## src/rtl/audio_pkg.sv

```systemverilog
// Shared audio definitions: sample width, sample type and I2S transmit FSM states.
package audio_pkg;

   localparam int unsigned AUDIO_W    = 16;
   localparam int unsigned UNDERRUN_W = 8;

   typedef logic signed [AUDIO_W-1:0] audio_sample_t;

   typedef enum logic [1:0] {
      IDLE  = 2'd0,
      ARMED = 2'd1,
      SHIFT = 2'd2,
      PAD   = 2'd3
   } i2s_tx_state_e;

endpackage

```

## src/rtl/sync_edge_detect.sv

```systemverilog
// Synchronises an asynchronous level into the clk domain and flags its edges.
// Ports:
//   clk, reset_n : clock and asynchronous active-low reset
//   din          : asynchronous input level
//   rise_c       : one-cycle pulse after a synchronised 0->1 transition
//   fall_c       : one-cycle pulse after a synchronised 1->0 transition
module sync_edge_detect #(
   parameter int unsigned SYNC_STAGES = 2
) (
   input  logic clk,
   input  logic reset_n,
   input  logic din,
   output logic rise_c,
   output logic fall_c
);

   logic [SYNC_STAGES-1:0] sync_q;
   logic                   prev_q;

   // Synchroniser chain plus one extra stage for edge comparison.
   always_ff @(posedge clk or negedge reset_n) begin
      if (!reset_n) begin
         sync_q <= '0;
         prev_q <= 1'b0;
      end else begin
         sync_q <= {sync_q[SYNC_STAGES-2:0], din};
         prev_q <= sync_q[SYNC_STAGES-1];
      end
   end

   assign rise_c =  sync_q[SYNC_STAGES-1] & ~prev_q;
   assign fall_c = ~sync_q[SYNC_STAGES-1] &  prev_q;

endmodule

```

## src/rtl/i2s_dac_sender.sv

```systemverilog
// Serialises mono samples onto the codec DAC port in I2S format, the same
// sample on left and right slots. bclk/daclrck are codec-mastered.
// Ports:
//   clk, reset_n   : system clock, asynchronous active-low reset
//   sample_data    : sample to play, valid/ready handshake with
//   sample_valid   :   sample_ready (combinational; one sample per frame)
//   bclk, daclrck  : codec bit and frame clocks (asynchronous)
//   dacdat         : registered serial data to codec
//   frame_start    : one-cycle pulse at each left-slot start
//   underrun_count : saturating count of frames sent without a fresh sample
module i2s_dac_sender
   import audio_pkg::*;
#(
   parameter int unsigned W           = AUDIO_W,
   parameter int unsigned SYNC_STAGES = 2
) (
   input  logic                  clk,
   input  logic                  reset_n,
   input  logic [W-1:0]          sample_data,
   input  logic                  sample_valid,
   output logic                  sample_ready,
   input  logic                  bclk,
   input  logic                  daclrck,
   output logic                  dacdat,
   output logic                  frame_start,
   output logic [UNDERRUN_W-1:0] underrun_count
);

   localparam int unsigned CNT_W = $clog2(W + 1);

   logic bclk_fall_c;
   logic bclk_rise_unused;
   logic lr_fall_c;
   logic lr_rise_c;
   logic xfer_c;

   i2s_tx_state_e         state_q, state_d;
   logic [W-1:0]          hold_q, hold_d;
   logic                  hold_full_q, hold_full_d;
   logic [W-1:0]          frame_sample_q, frame_sample_d;
   logic [W-1:0]          shreg_q, shreg_d;
   logic [CNT_W-1:0]      bitcnt_q, bitcnt_d;
   logic                  dacdat_q, dacdat_d;
   logic                  frame_start_q, frame_start_d;
   logic [UNDERRUN_W-1:0] underrun_q, underrun_d;

   sync_edge_detect #(.SYNC_STAGES(SYNC_STAGES)) u_bclk_sync (
      .clk     (clk),
      .reset_n (reset_n),
      .din     (bclk),
      .rise_c  (bclk_rise_unused),
      .fall_c  (bclk_fall_c)
   );

   sync_edge_detect #(.SYNC_STAGES(SYNC_STAGES)) u_lr_sync (
      .clk     (clk),
      .reset_n (reset_n),
      .din     (daclrck),
      .rise_c  (lr_rise_c),
      .fall_c  (lr_fall_c)
   );

   // The holding register drains on lr_fall, so it can refill in that same cycle.
   assign sample_ready = !hold_full_q || lr_fall_c;
   assign xfer_c       = sample_valid && sample_ready;

   // Next-state and next-output logic.
   always_comb begin
      state_d        = state_q;
      hold_d         = hold_q;
      hold_full_d    = hold_full_q;
      frame_sample_d = frame_sample_q;
      shreg_d        = shreg_q;
      bitcnt_d       = bitcnt_q;
      dacdat_d       = dacdat_q;
      frame_start_d  = 1'b0;
      underrun_d     = underrun_q;

      // LR edges take priority over a coincident bclk_fall and truncate any slot.
      if (lr_fall_c) begin
         if (hold_full_q) begin
            frame_sample_d = hold_q;
            hold_full_d    = 1'b0;
         end else begin
            frame_sample_d = '0;
            if (underrun_q != '1) begin
               underrun_d = underrun_q + UNDERRUN_W'(1);
            end
         end
         shreg_d       = frame_sample_d;
         frame_start_d = 1'b1;
         dacdat_d      = 1'b0;
         state_d       = ARMED;
      end else if (lr_rise_c && (state_q != IDLE)) begin
         shreg_d  = frame_sample_q;
         dacdat_d = 1'b0;
         state_d  = ARMED;
      end else if (bclk_fall_c) begin
         case (state_q)
            ARMED: begin
               dacdat_d = shreg_q[W-1];
               shreg_d  = {shreg_q[W-2:0], 1'b0};
               bitcnt_d = CNT_W'(1);
               state_d  = SHIFT;
            end
            SHIFT: begin
               if (bitcnt_q == CNT_W'(W)) begin
                  dacdat_d = 1'b0;
                  state_d  = PAD;
               end else begin
                  dacdat_d = shreg_q[W-1];
                  shreg_d  = {shreg_q[W-2:0], 1'b0};
                  bitcnt_d = bitcnt_q + CNT_W'(1);
               end
            end
            default: begin
               dacdat_d = 1'b0;
            end
         endcase
      end

      if (xfer_c) begin
         hold_d      = sample_data;
         hold_full_d = 1'b1;
      end
   end

   // State and output registers.
   always_ff @(posedge clk or negedge reset_n) begin
      if (!reset_n) begin
         state_q        <= IDLE;
         hold_q         <= '0;
         hold_full_q    <= 1'b0;
         frame_sample_q <= '0;
         shreg_q        <= '0;
         bitcnt_q       <= '0;
         dacdat_q       <= 1'b0;
         frame_start_q  <= 1'b0;
         underrun_q     <= '0;
      end else begin
         state_q        <= state_d;
         hold_q         <= hold_d;
         hold_full_q    <= hold_full_d;
         frame_sample_q <= frame_sample_d;
         shreg_q        <= shreg_d;
         bitcnt_q       <= bitcnt_d;
         dacdat_q       <= dacdat_d;
         frame_start_q  <= frame_start_d;
         underrun_q     <= underrun_d;
      end
   end

   assign dacdat         = dacdat_q;
   assign frame_start    = frame_start_q;
   assign underrun_count = underrun_q;

endmodule

```

## config.mk

```make
export PLATFORM = sky130hd
export DESIGN_NAME = i2s_dac_sender
export DESIGN_NICKNAME = d
export VERILOG_FILES = /design/src/rtl/audio_pkg.sv /design/src/rtl/sync_edge_detect.sv /design/src/rtl/i2s_dac_sender.sv
export SDC_FILE = /design/constraint.sdc
export NUM_CORES = 1
export LEC_CHECK = 0
export CAP_MARGIN = 30
export CORE_MARGIN = 1.5
export CORE_UTILIZATION = 40
export DETAILED_ROUTE_END_ITERATION = 7
export DONT_BUFFER_PORTS = 1
export PLACE_DENSITY = 0.54
export SLEW_MARGIN = 0
export SYNTH_ARGS = -nofsm -noshare
export SYNTH_HDL_FRONTEND = slang
export SYNTH_HIERARCHICAL = 1
export SYNTH_SLANG_ARGS = --single-unit
```

## constraint.sdc

```tcl
create_clock -name clk -period 3.1 [get_ports clk]
set_input_delay 0.775 -clock clk [delete_from_list [all_inputs] [get_ports clk]]
set_output_delay 0.775 -clock clk [all_outputs]
set_load 0.01 [all_outputs]
```

==> results summary, run 1 <==
The flow ran to the end, and the final reports show no timing, DRC or antenna violations. The launching element type of the critical path is a register. The number of setup buffers added after CTS is 0. In this run the critical register-to-register path is launched from state_q[0].

The initial antenna violation count came to 0. The kind of cell adding the most delay to the critical path is simple AND/OR/NAND/NOR gates. In this run the worst setup path terminates at sample_ready. The critical path depth in cells came out at 2. The data required time of the worst path is 2320 ps.

The source of the critical timing path is u_lr_sync/sync_q[1]. The first detailed-routing pass took 4 iterations. The leftover overflow at the end of global routing is 0. The number of nets in the synthesized netlist is 305. After detailed routing, the average wire length per cell comes to around 14 µm.

The number of hold-slack violations in the final timing report came out at 0. In this run the remaining antenna-violating nets after routing total 0. The mean post-synth cell area came out at 11.7 µm².

The number of DRC violations after detailed-routing iteration 0 came out at between 80 and 90. Synthesis handed over a netlist of roughly 280 instances. Dividing the final minimum period by the clock period gives 73.7%.

The worst setup path is captured at an output pin. In this run the number of H-tree levels came out at 3. For this run, the share of the core covered by cells in the final layout is ~45%. The count of yosys warnings during synthesis is 6. Relative to the synthesized area, the layout overhead comes to 7.95%. The shortest clock period the worst path allows after layout came out at 2280 ps. The antenna diode count came out at 0. The net count of the finished layout is 304. From bottom edge to top edge, the die measures 93.0 µm. The clock reaches the later pin of the worst-skew pair after 340 ps. The floorplan has 32 rows. The clock tree root buffer cell is sky130_fd_sc_hd__clkbuf_8. Once detailed placement completed, the half-perimeter wirelength came to 3.67 mm. The slew at the pin closest to its max-slew limit is 697 ps. The count of buffers from port buffering is 0. The number of global-route vias before repair is a little over 2k. Of all nets on the critical path, the largest fanout is 26. The buffering stage count on the worst path with inverters included came out at 0. Across the VDD grid, the largest voltage drop is 0.328 mV. The layout has 762 filler cells. The pin count of the biggest net entering global routing is 73.

The CTS tree is done. The first-pass GRT wire length came out at 9.60 mm. The number of CTS-inserted buffers is 9.

The weighted congestion at the end of routability-driven global placement came out at 0.688. The total wirelength of the detailed-routed design came out at around 5.5 mm. The mean number of vias per cell is 5.22. The total of endpoints with negative setup slack in the final report came out at 0. The relative slew slack is 53.4%. The largest individual stage delay along the critical path comes from the cell sky130_fd_sc_hd__and2b_2. The number of buffers inserted for hold repair after clock tree synthesis came out at 0. The die area is 0.00865 mm². The logic depth of the worst register-to-register path came out at 7. The power per cell area came out at between 700 and 800 mW/mm². The initial utilization of the core area, before any placement, comes to 41.7%. Across the run, the number of max-cap violations was 0. The delay of the slowest critical-path stage is 510 ps. The critical path in this run is classified as reg -> out. The number of clock sinks is 72.

Setup repair after global routing left no endpoint under its margin. The maximum count of clock buffers along a single path came out at 2. During I/O placement, the number of pins put on the boundary was 32.

The clock transition at the registers of the reported paths is 80 ps. The internal reg-to-reg setup slack is 850 ps. The worst flop-to-flop path endpoint is shreg_q[11]. The global routing usage summed across all routing layers is 14.4%. The post-synth design cell area came out at 0.00324 mm².

The floorplan core area is 0.00777 mm². The final-report max-slew violation count came to 0. The remaining routing DRC violations is 0. Summed over all cells, the static leakage comes to 1.53 nW. After clock tree synthesis, the repair step resized 0 gates. The critical path goes through and2b_2 > nand2b_1.

The arrival time reported for the critical path endpoint is 1510 ps. The maximum clock frequency came out at 438 MHz. The total negative setup slack came out at 0 ps.

The fraction of layout cells with a size suffix above 1 is ~20%. The width of the die is roughly 93 µm. The min-delay analysis places its worst path in the category in -> async. The clock arrives with 11.9 ps of skew. The total number of vias came out at 2004.
[final cells by class]
type | instances | area [µm²] | area share (%)
clock inverters | 6 | 60.1 | 1.72
multi-input cells | 168 | 1280 | 36.5
repair buffers | 2 | 15.0 | 0.429
well taps | 102 | 128 | 3.65
inverters | 24 | 90.1 | 2.58
clock buffers | 10 | 128 | 3.65
flip-flops and latches | 72 | 1800 | 51.5
[registers in the layout, indices dropped and copies added (netlist names)]
signal / cells
bitcnt_q: 5
dacdat: 1
frame_sample_q: 16
frame_start: 1
hold_full_q: 1
hold_q: 16
shreg_q: 16
state_q: 2
u_bclk_sync/prev_q: 1
u_bclk_sync/sync_q: 2
u_lr_sync/prev_q: 1
u_lr_sync/sync_q: 2
underrun_count: 8
[worst min-delay path by stage]
stage	startpoint	end	slack [ps]
floorplan	u_bclk_sync/sync_q[0]	u_bclk_sync/sync_q[1]	330
global placement	u_bclk_sync/sync_q[0]	u_bclk_sync/sync_q[1]	340
detailed placement	u_lr_sync/sync_q[0]	u_lr_sync/sync_q[1]	340
CTS	reset_n	bitcnt_q[2]	100
global route	reset_n	bitcnt_q[3]	90
finish	reset_n	bitcnt_q[3]	120
[report_power, final]
part | leakage [nW] | internal [mW] | switching, mW
combinational | 0.540 | 0.317 | 0.270
clock | 0.0920 | 0.367 | 0.344
sequential | 0.901 | 1.17 | 0.164
[metrics by stage]
step	total power [mW]	std cells	hold slack, ps	instance area (µm²)	worst slack, ps
after global routing	2.82	384	91.9	3500	683
after floorplan	1.82	278	331	3240	979
after detailed placement	1.94	368	336	3310	841
after CTS	2.66	384	102	3500	791
after global placement	1.92	368	336	3310	884
final	2.63	384	117	3500	816
[worst register-to-register path, cell delays in order, from the launching register on]
cell	delay, ps
sky130_fd_sc_hd__dfrtp_1	440
sky130_fd_sc_hd__inv_1	90
sky130_fd_sc_hd__ha_1	260
sky130_fd_sc_hd__nor2b_4	520
sky130_fd_sc_hd__or2_2	250
sky130_fd_sc_hd__o21ai_2	60
sky130_fd_sc_hd__buf_4	220
sky130_fd_sc_hd__mux2_2	290
[layout by cell type (no fill, tap or decap), types with 2 or more instances in the layout]
cell and n:
sky130_fd_sc_hd__ha_1 6, sky130_fd_sc_hd__and3_1 3, sky130_fd_sc_hd__o21ai_0 38, sky130_fd_sc_hd__nand2b_1 4, sky130_fd_sc_hd__clkbuf_8 9, sky130_fd_sc_hd__dfrtp_1 72, sky130_fd_sc_hd__a22o_1 2, sky130_fd_sc_hd__a21boi_0 2
sky130_fd_sc_hd__inv_1 24, sky130_fd_sc_hd__and2b_2 2, sky130_fd_sc_hd__or2_2 2, sky130_fd_sc_hd__xor2_1 2, sky130_fd_sc_hd__o41ai_1 2, sky130_fd_sc_hd__xnor2_1 5, sky130_fd_sc_hd__clkinvlp_4 2, sky130_fd_sc_hd__buf_4 2
sky130_fd_sc_hd__nand4_1 2, sky130_fd_sc_hd__clkinv_2 3, sky130_fd_sc_hd__a21oi_1 5, sky130_fd_sc_hd__mux2i_1 16, sky130_fd_sc_hd__nor2b_1 2, sky130_fd_sc_hd__mux2_2 33, sky130_fd_sc_hd__nand2_1 8, sky130_fd_sc_hd__nor2_1 4
sky130_fd_sc_hd__nand3_1 18
[metal layers]
layer  share of wire (%)  vias up  wire (µm)  GRT usage (%)
met4                 1.6        0         91           6.06
li1                    -      966          -              -
met1                  49      998       2740           19.6
met3                 3.8       11        208           4.55
met2                  45       29       2500           21.3
met5                   0        -          0              0
(Power assumes the default switching activity.)
==> inputs of run 2 (changes only) <==
ABC_AREA = 1   (was unset)
clock period = 2.3 ns   (was 3.1 ns; I/O delays follow)
==> results summary, run 2 <==
The internal reg-to-reg setup slack came out at 360 ps. The delay of the slowest critical-path stage is 390 ps. The setup path with the least slack is of type reg -> out. The initial antenna violation count came out at 0. The post-CTS repair timing setup buffer count came out at 0. The mean post-synth cell area is ~8.3 µm². The CTS tree is done.

Setup violations remaining at the end of the flow were counted as 0. The number of buffers and inverters on the critical path is 1. The number of CTS-inserted buffers came out at 9. The worst ir drop on vdd is 0.529 mV. The most common cell after layout, fill and taps aside is sky130_fd_sc_hd__nand2_1. Measured against its own limit, the worst slew margin works out to 68.8%. The maximum count of clock buffers along a single path is 2. The number of global-route vias before repair is 2513. The total overflow left after global routing is 0. Of the total power, registers draw 46.0%. Measured along the x axis, the die boundary spans approximately 96 µm. The clock tree root buffer cell is sky130_fd_sc_hd__clkbuf_8. The number of clock sinks is 72.

Summed over all layers, the routed wires come to 6.48 mm. The number of instances in the synthesized netlist came out at 416. The number of nets in the finished design is 445. The pre-CTS setup slack came out at between 300 and 400 ps. The post-synth design cell area is 0.00344 mm². The number of nets with antenna violations after detailed routing came out at 0. The shortest clock period the worst path allows after layout is 2100 ps.

The mean number of vias per cell came out at 4.72. Grouping stages by cell kind, the critical path spends the most delay in simple AND/OR/NAND/NOR gates. Summed over all cells, the static leakage comes to 2.06 nW.

After clock tree synthesis, the clock-pin slew on the worst setup and hold paths is around 80 ps. The total number of vias is 2494. The count of standard-cell rows is 33.

The clock share of power is 28.0%. The post-synth net total came out at 443. The die area is 0.00917 mm². The H-tree generated during clock tree synthesis spans 3 levels. The arrival time reported for the critical path endpoint is 1520 ps.

Among all stages on the critical path, the largest delay is contributed by sky130_fd_sc_hd__dfrtp_1. Walking the worst path, the cells encountered are nor2_1 > inv_2 > nand2_2. The number of cells upsized or downsized after cts came out at 0.

The fraction of layout cells with a size suffix above 1 is 9.93%. The total I/O pin count is 32. The maximum net fanout on the critical path is 21. The sequential cell area is 0.00180 mm². The first-pass GRT wire length came out at 11.6 mm. The run finished with clean final reports. The internal portion of the total power is 2.59 mW. The fraction of power spent switching nets is 34.6%. The tightest min-delay check is of the in -> async type. Power spread over the standard cell area amounts to 1050 mW/mm². The overall power of the completed layout came out at 3.95 mW. Once placement finished, the instance area stood at 0.00350 mm².

Before antenna repair, the detailed router went through 4 iterations. The finished layout cell area is 0.00375 mm². The maximum clock frequency is 476 MHz. In the routed design, unresolved DRC markers number 0.

0 antenna diodes ended up in the layout. The number of DRC violations after detailed-routing iteration 0 came out at 86. The largest registers in the layout are frame_sample_q: 16 flops, hold_q: 16 flops, shreg_q: 16 flops. The type of element capturing the critical path is an output pin. The worst hold-check slack came out at around 80 ps. The placed wire-length estimate is 4.23 mm. The number of hold-slack violations in the final timing report came out at 0. The floorplan step defined a core boundary enclosing 0.00826 mm². The final-report max-slew violation count is 0. The count of yosys warnings during synthesis came out at 6. The count of buffers from port buffering is 0. The layout filler cell count is 842.

The detailed-route wire length per cell came out at 12.3 µm. The library cells used most frequently in the layout, excluding fill and tap cells, are 213 x sky130_fd_sc_hd__nand2_1, 72 x sky130_fd_sc_hd__dfrtp_1, 37 x sky130_fd_sc_hd__inv_1. For the pin with the worst max-slew slack, the measured transition is 467 ps. The final worst clock skew came out at slightly above 8 ps. The total negative setup slack is 0 ps. The power dissipated by switching net loads came out at 1.37 mW. The global routing usage summed across all routing layers came out at about 17%. The multi-input gate area in the final layout came out at 0.00141 mm². The pin count of the biggest net entering global routing is 73. The initial core utilization came out at 41.7%. The tool flagged a number of max-cap violations equal to 0. The clock latency reported for the late side of the worst-skew pair is approximately 340 ps.

The share of the clock period used by the worst path came out at 91.3%. Setup repair after global routing left no endpoint under its margin. The setup slack of the critical path after layout is 201 ps. The overall die height came out at 95.8 µm. The worst setup path is launched from a register. The data required time of the worst path is roughly 1700 ps. The combinational group share of total power came out at 26.0%. At the end of routability-driven placement, the weighted congestion stood at about 0.8. The area growth from synthesis to layout is 8.90%.
[run 2: what timing repair did]
item	in CTS	in global routing
endpoints found under the setup margin	0	0
hold buffers	1	0
hold endpoints to repair	72	0
[run 2: path summary, 6_finish.rpt]
check                                    startpoint  depth (start not counted)             endpoint
worst max-delay path            u_lr_sync/sync_q[1]                          3         sample_ready
worst min-delay path                        reset_n                          1          bitcnt_q[3]
worst max register to register  u_lr_sync/sync_q[1]                          7           shreg_q[6]
worst min register to register  u_lr_sync/sync_q[0]                          0  u_lr_sync/sync_q[1]
max in group asynchronous                   reset_n                          1           state_q[1]
min in group clk                            daclrck                          0  u_lr_sync/sync_q[0]
[run 2: layer usage]
layer | global-route usage, % | routed length [µm] | share of wire, % | up-vias
met5 | 0 | 0 | 0 | -
met4 | 7.72 | 132 | 2.0 | 0
met3 | 3.00 | 260 | 4.0 | 10
met2 | 26.6 | 2900 | 45 | 48
met1 | 21.7 | 3190 | 49 | 1163
li1 | - | - | - | 1273
[run 2: metrics by stage]
| stage | cells | utilization (%) |
|---|---|---|
| 2_1_floorplan | 416 | - |
| 3_3_place_gp | 511 | 42.4 |
| 3_5_place_dp | 511 | 42.4 |
| 4_1_cts | 528 | 45.4 |
| 5_1_grt | 528 | 45.4 |
| 6_report | 528 | 45.4 |
[run 2: worst reg2reg max path, stage by stage, from the launching register on]
cell                      delay, ps
sky130_fd_sc_hd__dfrtp_1        390
sky130_fd_sc_hd__nor2_1         290
sky130_fd_sc_hd__inv_2          280
sky130_fd_sc_hd__nand2_4        290
sky130_fd_sc_hd__nor2_2          90
sky130_fd_sc_hd__nor2_4         330
sky130_fd_sc_hd__nand2_1        110
sky130_fd_sc_hd__nand2_1         90
[run 2: power groups by stage]
stage                     registers (mW)  clock network, mW  logic (mW)
after floorplan                     1.77                  0       0.877
after global placement              1.83                  0       0.982
after detailed placement            1.84                  0        1.01
after CTS                           1.82               1.15        1.05
after global routing                1.87               1.19        1.22
final                               1.82               1.11        1.03
[run 2: area by class of cell]
type | instances | share of cell area (%)
Clock buffer | 10 | 3.40
Clock inverter | 6 | 2.47
Inverter | 43 | 4.30
Multi-Input combinational cell | 291 | 37.5
Sequential cell | 72 | 48.0
Tap cell | 105 | 3.50
Timing Repair Buffer | 1 | 0.734
==> inputs of run 3 (changes only) <==
CORE_MARGIN = 2   (was 1.5)
PLACE_DENSITY = 0.51   (was 0.54)
==> results summary, run 3 (same netlist as run 2, synthesis figures left out) <==
The run finished with clean final reports. The layout filler cell count is 834. The total wirelength of the detailed-routed design is just under 7 mm. The CTS tree is done.

Dividing the final minimum period by the clock period gives 87.1%. The slowest stage of the critical path is the sky130_fd_sc_hd__dfrtp_1 cell. The internal portion of the total power is 2.48 mW.

Setup repair after global routing left no endpoint under its margin. The clock transition at the registers of the reported paths came out at 70 ps. The first global-routing pass estimated 11.6 mm of wire. The pin count of the biggest net entering global routing is 73. The share of total power dissipated in sequential elements is 47.0%. For this run, the post-layout net count is between 400 and 500.

The maximum count of clock buffers along a single path is 2. The final core utilization came out at 45.2%. The number of clock sinks is 72. The leftover overflow at the end of global routing is 0.

The count of standard-cell rows came out at 33. The cell sitting at the root of the clock tree is a sky130_fd_sc_hd__clkbuf_8. The number of nets with antenna violations after detailed routing came out at 0. In the final layout, the registers with the most flip-flops are frame_sample_q: 16 flops, hold_q: 16 flops, shreg_q: 16 flops.

The relative slew slack came out at roughly 72%. The post-CTS repair timing setup buffer count is 0. Compared with the post-synthesis result, the final layout area differs by 8.83%. The total I/O pin count came out at 32. The type of element capturing the critical path is an output pin. The critical path is of the reg -> out type. The met3 usage in global routing came out at around 4.4%. Summing over every cut layer, the via total after detailed routing is 2474. The met1 track utilization from global routing came out at between 20% and 30%. The detailed-route wire length per cell is approximately 13 µm.

Global routing used 24.5% of the available met2 tracks. In the routed design, unresolved DRC markers number 0. The leakage power total came out at 2.07 nW.

The clock latency reported for the late side of the worst-skew pair came out at 350 ps. The arrival time reported for the critical path endpoint came out at 1430 ps. The placed wire-length estimate came out at between 4 and 5 mm. The number of DRC violations after detailed-routing iteration 0 came out at 64. In the final layout, flip-flops and latches occupy about 0.0018 mm². Of all nets on the critical path, the largest fanout is 17.

The number of placed instances, taps included, is 514. The delay of the slowest critical-path stage is 390 ps. For the final routed database, the setup TNS stands at 0 ps. Net switching is 35.7% of the power. The count of TritonRoute iterations in the first routing pass came out at 4. Measured along the x axis, the die boundary spans 96.8 µm.

Combinational logic burns 27.1% of the power. The data required time of the worst path came out at 1730 ps. The die is 96.8 µm tall. The antenna diode count came out at 0.

IR analysis of the VDD net gives a maximum drop of between 0.4 and 0.5 mV. The fraction of layout cells with a size suffix above 1 is a little over a tenth. The mean number of vias per cell came out at 4.66. The deepest level of the CTS H-tree is 3. The worst setup path is launched from a register.

The power per cell area came out at 1030 mW/mm². The shortest clock period the worst path allows after layout is about 2000 ps. The total of max-cap violations came out at 0. The floorplan step defined a core boundary enclosing 0.00830 mm². The number of global-route vias before repair came out at roughly 2.4k.

The power dissipated by switching net loads came out at approximately 1.4 mW. During placement, the flow inserted port buffers numbering 0. The multi-input gate area in the final layout is 0.00141 mm². The number of CTS-inserted buffers came out at 9. The initial antenna violation count is 0. The final worst clock skew came out at 12.4 ps.

Across every metal layer, demand over resource in global routing totals 15.4%. The number of hold-slack violations in the final timing report was 0. The worst hold path class is in -> async. The overall power of the completed layout came out at approximately 3.9 mW. The initial core utilization came out at 41.5%.

The total of endpoints with negative setup slack in the final report is 0. After the flow finishes, the layout carries non-filler instances totaling 531. The clock network accounts for 25.9% of the total power. The library cell used most frequently in the layout, excluding fill and tap cells, is sky130_fd_sc_hd__nand2_1. The slew at the pin closest to its max-slew limit came out at between 400 and 500 ps. The global-route layer with the greatest usage is met2.

Leaving out fill and tap cells, the most frequent cells in the layout are 213 x sky130_fd_sc_hd__nand2_1, 72 x sky130_fd_sc_hd__dfrtp_1, 37 x sky130_fd_sc_hd__inv_1. The die area came out at 0.00937 mm². The final-report max-slew violation count was 0. The weighted congestion at the end of routability-driven global placement came out at 0.742.

Traced cell by cell, the critical path runs through nor2_1 > inv_2 > nand2_2. The maximum clock frequency is 499 MHz.
-- run 3: cell types whose count changed in the layout (fill, tap and decap cells not counted) --
cell                         previous run  this run
sky130_fd_sc_hd__buf_4                  0         3
sky130_fd_sc_hd__clkinv_2               0         3
sky130_fd_sc_hd__clkinvlp_4             2         0
sky130_fd_sc_hd__bufinv_16              2         1
sky130_fd_sc_hd__clkbuf_1               1         0
sky130_fd_sc_hd__clkinv_4               1         2
-- run 3: critical path: cells and delay by family, from the launching register on --
family | cells | cell delay [ps]
buf+inv | 1 | 230
flops | 1 | 390
simple gates | 2 | 450
-- run 3: worst paths after layout --
check / from / to / slack [ps] / cells after the start
setup / recovery: u_lr_sync/sync_q[1] / sample_ready / 300 / 3
min in group clk: bclk / u_bclk_sync/sync_q[0] / 250 / 0
hold / removal: reset_n / bitcnt_q[2] / 110 / 1
setup reg to reg: u_lr_sync/prev_q / hold_q[3] / 530 / 6
hold reg to reg: u_bclk_sync/sync_q[0] / u_bclk_sync/sync_q[1] / 350 / 0
max in group asynchronous: reset_n / hold_q[5] / 1870 / 1
-- run 3: layout make-up --
| cell class | count | share of cell area (%) |
|---|---|---|
| repair buffers | 4 | 1.34 |
| inverters | 43 | 4.31 |
| clock inverters | 7 | 1.90 |
| well taps | 105 | 3.51 |
| clock buffers | 9 | 3.31 |
| flip-flops and latches | 72 | 48.1 |
| multi-input cells | 291 | 37.6 |
-- run 3: routing by layer --
metal,vias to the layer above,wire length (µm)
met5,-,0
met4,0,70
met3,6,245
met2,40,3080
met1,1153,3330
li1,1275,-
-- run 3: power groups by stage --
stage	Combinational [mW]	Clock, mW	Sequential (mW)
after floorplan	0.877	0	1.77
after global placement	1.02	0	1.83
after detailed placement	1.04	0	1.83
after CTS	1.07	1.05	1.82
after global routing	1.24	1.08	1.86
final	1.04	1.00	1.81
-- run 3: through the flow --
| stage | hold WS [ps] | cell area (µm²) | worst slack (ps) |
|---|---|---|---|
| 2_1_floorplan | 279 | 3440 | 794 |
| 3_3_place_gp | 281 | 3520 | 557 |
| 3_5_place_dp | 281 | 3520 | 519 |
| 4_1_cts | 112 | 3750 | 252 |
| 5_1_grt | 125 | 3750 | 182 |
| 6_report | 106 | 3750 | 296 |
-- run 3: timing repair --
action / in CTS / in global routing
endpoints found under the hold margin: 72 / 0
gates resized for setup: 0 / 0
endpoints found under the setup margin: 0 / 0
hold buffers: 1 / 0
